===== src/rtl/writeback_stage.sv =====
// Purpose : final pipeline stage; merges load data and drives the register-file write port.
// Latency : 1 cycle for register writes; loads finish 1 cycle after the first mem_rvalid.
// Backpres: raises stall while waiting on a load or when faulted; holds the pipeline.
//
// Ports:
//   clk, rst_n                 clock, async active-low reset
//   clk_enable, wb_valid       accept qualifiers (accept only in IDLE)
//   wb_kind, rd, pre_wb        instruction kind, destination, non-load result
//   load_funct3, byte_offset   load width/sign and address[1:0]
//   mem_rdata, mem_rvalid      aligned load word and its valid strobe
//   rf_we, rf_waddr, rf_wdata  registered register-file write port
//   stall, fault               hold request, sticky illegal-load/timeout flag
//
// Optional feature macro: WB_TIMEOUT_EN (load-wait timeout of TIMEOUT_CYCLES).
module writeback_stage #(
  parameter int unsigned TIMEOUT_CYCLES = 255
) (
  input  logic        clk,
  input  logic        rst_n,
  input  logic        clk_enable,
  input  logic        wb_valid,
  input  logic [1:0]  wb_kind,
  input  logic [4:0]  rd,
  input  logic [2:0]  load_funct3,
  input  logic [1:0]  byte_offset,
  input  logic [31:0] pre_wb,
  input  logic [31:0] mem_rdata,
  input  logic        mem_rvalid,
  output logic        rf_we,
  output logic [4:0]  rf_waddr,
  output logic [31:0] rf_wdata,
  output logic        stall,
  output logic        fault
);

  // Elaboration-time range guard on the timeout parameter.
  if (TIMEOUT_CYCLES < 1 || TIMEOUT_CYCLES > 65535) begin : g_bad_timeout
    $error("writeback_stage: TIMEOUT_CYCLES out of range 1..65535");
  end

  typedef enum logic [1:0] {
    IDLE      = 2'd0,
    LOAD_WAIT = 2'd1,
    FAULT     = 2'd2
  } state_t;

  state_t      state_q, state_d;
  logic        rf_we_q, rf_we_d;
  logic [4:0]  rf_waddr_q, rf_waddr_d;
  logic [31:0] rf_wdata_q, rf_wdata_d;
  logic        fault_q, fault_d;
  logic [4:0]  ld_rd_q, ld_rd_d;
  logic [2:0]  ld_f3_q, ld_f3_d;
  logic [1:0]  ld_off_q, ld_off_d;
`ifdef WB_TIMEOUT_EN
  logic [15:0] cnt_q, cnt_d;
`endif

  logic        load_illegal;
  logic [7:0]  byte_sel;
  logic [15:0] half_sel;
  logic [31:0] load_data;

  // Reserved funct3 codes, or halfword/word accesses not naturally aligned.
  always_comb begin
    load_illegal = 1'b0;
    case (load_funct3)
      3'd0, 3'd4: load_illegal = 1'b0;
      3'd1, 3'd5: load_illegal = byte_offset[0];
      3'd2:       load_illegal = (byte_offset != 2'd0);
      default:    load_illegal = 1'b1;
    endcase
  end

  // Extraction uses only the latched load attributes, never live inputs.
  always_comb begin
    byte_sel  = mem_rdata[8*ld_off_q +: 8];
    half_sel  = ld_off_q[1] ? mem_rdata[31:16] : mem_rdata[15:0];
    load_data = mem_rdata;
    case (ld_f3_q)
      3'd0:    load_data = {{24{byte_sel[7]}}, byte_sel};
      3'd1:    load_data = {{16{half_sel[15]}}, half_sel};
      3'd4:    load_data = {24'd0, byte_sel};
      3'd5:    load_data = {16'd0, half_sel};
      default: load_data = mem_rdata;
    endcase
  end

  always_comb begin
    state_d    = state_q;
    rf_we_d    = 1'b0;
    rf_waddr_d = rf_waddr_q;
    rf_wdata_d = rf_wdata_q;
    fault_d    = fault_q;
    ld_rd_d    = ld_rd_q;
    ld_f3_d    = ld_f3_q;
    ld_off_d   = ld_off_q;
`ifdef WB_TIMEOUT_EN
    cnt_d      = cnt_q;
`endif
    case (state_q)
      IDLE: begin
        if (clk_enable && wb_valid) begin
          case (wb_kind)
            2'b01: begin
              // Address/data follow the instruction even when rd=0; only the enable is gated.
              rf_we_d    = (rd != 5'd0);
              rf_waddr_d = rd;
              rf_wdata_d = pre_wb;
            end
            2'b10: begin
              if (load_illegal) begin
                state_d = FAULT;
                fault_d = 1'b1;
              end else begin
                ld_rd_d  = rd;
                ld_f3_d  = load_funct3;
                ld_off_d = byte_offset;
                state_d  = LOAD_WAIT;
`ifdef WB_TIMEOUT_EN
                cnt_d    = 16'd0;
`endif
              end
            end
            default: ;
          endcase
        end
      end
      LOAD_WAIT: begin
        if (mem_rvalid) begin
          rf_we_d    = (ld_rd_q != 5'd0);
          rf_waddr_d = ld_rd_q;
          rf_wdata_d = load_data;
          state_d    = IDLE;
`ifdef WB_TIMEOUT_EN
        end else if (cnt_q >= 16'(TIMEOUT_CYCLES)) begin
          // Data arriving on the expiry edge still wins (handled above).
          state_d = FAULT;
          fault_d = 1'b1;
        end else begin
          cnt_d = cnt_q + 16'd1;
`endif
        end
      end
      FAULT: begin
        fault_d = 1'b1;
      end
      default: state_d = IDLE;
    endcase
  end

  always_ff @(posedge clk or negedge rst_n) begin
    if (!rst_n) begin
      state_q    <= IDLE;
      rf_we_q    <= 1'b0;
      rf_waddr_q <= 5'd0;
      rf_wdata_q <= 32'd0;
      fault_q    <= 1'b0;
      ld_rd_q    <= 5'd0;
      ld_f3_q    <= 3'd0;
      ld_off_q   <= 2'd0;
`ifdef WB_TIMEOUT_EN
      cnt_q      <= 16'd0;
`endif
    end else begin
      state_q    <= state_d;
      rf_we_q    <= rf_we_d;
      rf_waddr_q <= rf_waddr_d;
      rf_wdata_q <= rf_wdata_d;
      fault_q    <= fault_d;
      ld_rd_q    <= ld_rd_d;
      ld_f3_q    <= ld_f3_d;
      ld_off_q   <= ld_off_d;
`ifdef WB_TIMEOUT_EN
      cnt_q      <= cnt_d;
`endif
    end
  end

  assign rf_we    = rf_we_q;
  assign rf_waddr = rf_waddr_q;
  assign rf_wdata = rf_wdata_q;
  assign fault    = fault_q;
  // Decoded from the state flop only, so there is no input-to-output path.
  assign stall    = (state_q == LOAD_WAIT) || (state_q == FAULT);

endmodule

===== config.mk =====
export PLATFORM = sky130hd
export DESIGN_NAME = writeback_stage
export DESIGN_NICKNAME = d
export VERILOG_FILES = /design/src/rtl/writeback_stage.sv
export SDC_FILE = /design/constraint.sdc
export NUM_CORES = 1
export LEC_CHECK = 0
export CAP_MARGIN = 5
export CORE_ASPECT_RATIO = 0.7
export CORE_UTILIZATION = 48
export DETAILED_ROUTE_END_ITERATION = 16
export PLACE_DENSITY = 0.94
export SYNTH_ARGS = -nofsm -noshare
export SYNTH_HDL_FRONTEND = slang
export SYNTH_SLANG_ARGS = --single-unit

===== constraint.sdc =====
create_clock -name clk -period 4.8 [get_ports clk]
set_clock_uncertainty 0.05 [all_clocks]
set_input_delay 1.2 -clock clk [delete_from_list [all_inputs] [get_ports clk]]
set_output_delay 1.2 -clock clk [all_outputs]
set_load 0.01 [all_outputs]

Yosys cells after proc, flatten, opt, wreduce, memory -nomap -nowiden --
Cells that the tools add are included.
Storage, ports and cells: bits in registers 51, bits of input ports 81
Cells by class: equality and inequality tests 16, shift operators 1, multiplexer cells 24, bitwise logic cells 2, reductions and logical operators 16
Operators with widths (number):
- $pmux W32 S4 | 1
- $mux W32 | 3
- $pmux W32 S2 | 1
- $shiftx A32 B6 Y8 | 1
- $mux W16 | 1
- $reduce_and A4 Y1 | 4
- $mux W5 | 3
- $eq A3 B3 Y1 const B | 4
- $pmux W5 S2 | 1
- $reduce_bool A5 Y1 | 2
- $mux W2 | 4
- $ne A2 B2 Y1 const B | 4
- $eq A3 B1 Y1 const B | 2
- $logic_not A3 Y1 | 2
- $mux W1 | 6
- $pmux W2 S3 | 1
- $reduce_bool A2 Y1 | 3
- $eq A2 B1 Y1 const B | 2
- $eq A2 B2 Y1 const B | 2
- $pmux W1 S2 | 2
- $reduce_or A2 Y1 | 2
- $eq A3 B2 Y1 const B | 1
- $pmux W1 S3 | 1
- $logic_not A2 Y1 | 1
- 4 further kinds | 5

Logic depth before layout (Yosys ltp) --
word-level depth 7, depth in mapped cells 9, mapped depth without buffers 6

Worst setup path before layout --
No wires, ideal clock.
path type in2reg, start point input wb_kind[1], end point register rf_wdata_q[16] (netlist: rf_wdata[16]), arrival 2292 ps, required time 4624 ps, slack 2332 ps, stages 5, cells stage by stage nand4b_1 a21o_1 a31oi_1 buf_2 a21oi_1
Between the ends: longest elaborated chain between the ends 3
RTL lines:
- start: declaration | line 22 | input logic [1:0] wb_kind,
- $eq A2 B1 Y1 | line 104 | case (wb_kind)
- $ne A2 B1 Y1 (no line)
- $reduce_and A4 Y1 (no line)
- end signal: assignment | line 169 | rf_wdata_q <= rf_wdata_d;
- end: declaration | line 50 | logic [31:0] rf_wdata_q, rf_wdata_d;
Every way passes these cells. A chain may end at the register's enable or synchronous reset.

Worst setup path after layout --
start point input wb_kind[1], end point register rf_wdata_q[1] (netlist: rf_wdata[1])
Same word-level chain as after synthesis.

==> impl_metrics.csv <==
group,metric,value,unit
status,status,"finished, final reports clean",
sta,setup_slack,1.54,ns
job,maxCapViolations,0,
clocking,post_cts_resized,0,
cells_and_area,final_nets,548,
place,dpl_cell_area,4350,um2
setup_path,r2r_slack,1.86,ns
clocking,cts_inserted_buffers,5,
cells_and_area,drive_above_1_share,7.74,%
synth,synth_edf_count,0,
clocking,cts_setup_buffers,0,
grt,busiest_layer,"met2",
synth,syn_inst,361,
clocking,cts_tree,"done",
setup_path,rr_worst_depth,7,
sta,fin_tns_setup,0,ns
pwr,internal_power,0.00145,W
synth,ys_ff_latch,51,
hold_path,hp-class,"flip-flop to flip-flop",
grt,grt_overflow,0,
sta,finalHoldViolCount,0,
cells_and_area,final_common_cell,"clkdlybuf4s50_1",
hold_path,holdPathEnd,"fault$_DFFE_PN0P_",
clocking,cts_hold_buf,0,
synth,yosysWarningCount,0,
floorplanning,start_util,50.0,%
hold_path,min_path_cells,2,
cells_and_area,final_cell_mix,"clkdlybuf4s50_1 (119), dfrtp_1 (51), nor2_1 (35)",
setup_path,r2r_end,"rf_wdata[1]$_DFFE_PN0P_",
pwr,combPwrFrac,57.8,%
pwr,swShare,43.4,%
routing,vias_per_cell,6.17,
floorplanning,fp.dieW,98.7,um
synth,synth_seq_area_share,40.6,%
sta,relSlewSlack,22.8,%
synth,avgSynthCellArea,8.70,um2
cells_and_area,regArea,1280,um2
grt,grt_antenna_before_repair,0,
sta,finalCriticalPeriod,3.26,ns
grt,grtUsageMet3,5.85,%
pwr,power_switching,0.00111,W
place,dpl.hpwl,7.26,mm
pwr,vdd_drop_max,0.316,mV
sta,setup_viol,0,
sta,slew_viol_final,0,
grt,grt_util_met2,47.3,%
setup_path,cp.required,4.95,ns
cells_and_area,multi_input_area,1630,um2
clocking,clkLatencyLatePin,0.30,ns
cells_and_area,areaGrowthSynthToFinish,41.3,%
synth,synthesis.nets,445,
setup_path,start_kind,"primary input",
clocking,cts_max_level,2,
grt,grt_max_degree,52,
cells_and_area,nFillCells,459,
clocking,path_clk_slew,0.10,ns
synth,synthFlopType,"dfrtp_1",
sta,clock.fmax,307,MHz
setup_path,reg2reg_from,"state_q[1]$_DFFE_PN0P_",
setup_path,arrival,3.41,ns
clocking,cts_num_sinks,51,
floorplanning,num_rows,24,
grt,grt_pass1_vias,3243,
synth,async_flop_share,100,%
routing,drtPass1Iterations,5,
clocking,clockBufferDepth,2,
place,gp_congestion,0.846,
sta,rsz0062_at_grt,"false",
floorplanning,die_h,69.7,um
grt,grtUsageTotal,28.8,%
clocking,ctsRootBufferMaster,"clkbuf_8",
place,place_worst_setup_slack,1.24,ns
synth,syn_area,3140,um2
pwr,leakage,1.74,nW
cells_and_area,fin_area,4440,um2
sta,period_share,67.9,%
floorplanning,io_pins,121,
place,io_buffers,120,
synth,synth_cell_types,44,
grt,use_met1,39.1,%
setup_path,crit_fanout,27,
pwr,seqPwrFrac,32.7,%
floorplanning,dieArea,6880,um2
routing,drt-initial-drc-count,247,
pwr,powerDensity,578,nW/um2
floorplanning,core,6280,um2
setup_path,crit_start,"wb_kind[1]",
pwr,clkPwrFrac,9.5,%
sta,tightest_slew,1.16,ns
routing,postRouteAntennaNets,0,
routing,wl_per_cell,18.2,um
setup_path,critPathKind,"primary input to flip-flop",
setup_path,cp-end-kind,"flip-flop",
routing,vias,3350,
routing,drc,0,
cells_and_area,antenna_cells,0,
routing,wl,9.88,mm
cells_and_area,fin_util,70.7,%
grt,grt_pass1_wl,15.7,mm
hold_path,min_from,"fault$_DFFE_PN0P_",
power groups by stage:
| stage | sequential (W) | clock, W | combinational [W] |
|---|---|---|---|
| floorplan | 0.000803 | 0 | 0.000931 |
| global placement | 0.000826 | 0 | 0.00140 |
| detailed placement | 0.000839 | 0 | 0.00147 |
| CTS | 0.000832 | 0.000248 | 0.00147 |
| global route | 0.000862 | 0.000270 | 0.00161 |
| finish | 0.000838 | 0.000245 | 0.00148 |
cell type report:
class,count,share of cell area [%]
Multi-Input combinational cell,251,36.8
Sequential cell,51,28.8
Timing Repair Buffer,125,27.8
Inverter,30,2.54
Tap cell,78,2.20
Clock buffer,6,1.64
Clock inverter,2,0.282
flip-flops by register name, indices dropped and copies added (netlist names):
name and flops:
fault 1, ld_f3_q 3, ld_off_q 2, ld_rd_q 5
rf_waddr 5, rf_wdata 32, rf_we 1, state_q 2
metrics by stage:
| stage | std cells | hold slack (ns) | power [W] |
|---|---|---|---|
| floorplan | 361 | 0.443 | 0.00173 |
| global placement | 535 | 0.442 | 0.00223 |
| detailed placement | 535 | 0.417 | 0.00231 |
| CTS | 543 | 0.456 | 0.00255 |
| global route | 543 | 0.498 | 0.00274 |
| finish | 543 | 0.462 | 0.00257 |
critical path: stages:
cell and delay, ns:
clkdlybuf4s50_1 0.42, nand4b_1 0.37, a211oi_4 0.92, o21ai_0 0.26, o22a_1 0.22
logic make-up (layout without fill, tap and decap cells):
kind of cell	Yosys count	after routing	share of synthesized area (%)
simple gates	95	95	14.4
flops	51	51	40.6
compound gates	128	128	26.9
fa+ha+maj	3	3	1.20
mux	25	25	9.04
buf+inv	59	163	7.89
worst max-delay path by stage:
stage and to:
3_3_place_gp rf_wdata[6]$_DFFE_PN0P_, 3_5_place_dp rf_wdata[0]$_DFFE_PN0P_, 5_1_grt rf_waddr[3]$_DFFE_PN0P_, 4_1_cts rf_wdata[0]$_DFFE_PN0P_, 6_report rf_wdata[1]$_DFFE_PN0P_, 2_1_floorplan rf_wdata[16]$_DFFE_PN0P_
synth_stat cells (2+ instances only):
cell type / count / area (um2)
a211oi_1: 2 / 15.0
a21oi_1: 33 / 165
a221oi_1: 8 / 70.1
a311oi_1: 6 / 52.6
a31oi_1: 18 / 113
and4b_1: 2 / 20.0
buf_2: 15 / 75.1
clkbuf_1: 12 / 45.0
dfrtp_1: 51 / 1280
ha_1: 3 / 37.5
inv_1: 30 / 113
mux2_2: 17 / 191
mux2i_1: 7 / 70.1
nand2_1: 20 / 75.1
nand3_1: 2 / 10.0
nor2_1: 35 / 131
nor2b_1: 13 / 81.3
nor3_1: 15 / 75.1
o21ai_0: 16 / 80.1
o22a_1: 6 / 52.6
o22ai_1: 26 / 163
or4_1: 2 / 15.0
routing by layer:
layer  part of all wire (%)  wire (um)  vias up
met5                      0          0        -
met4                    1.6        163        0
met3                    9.6        944       24
met2                     47       4600      197
met1                     42       4170     1602
li1                       -          -     1527
Note: power is estimated with default switching activity, not from simulation.
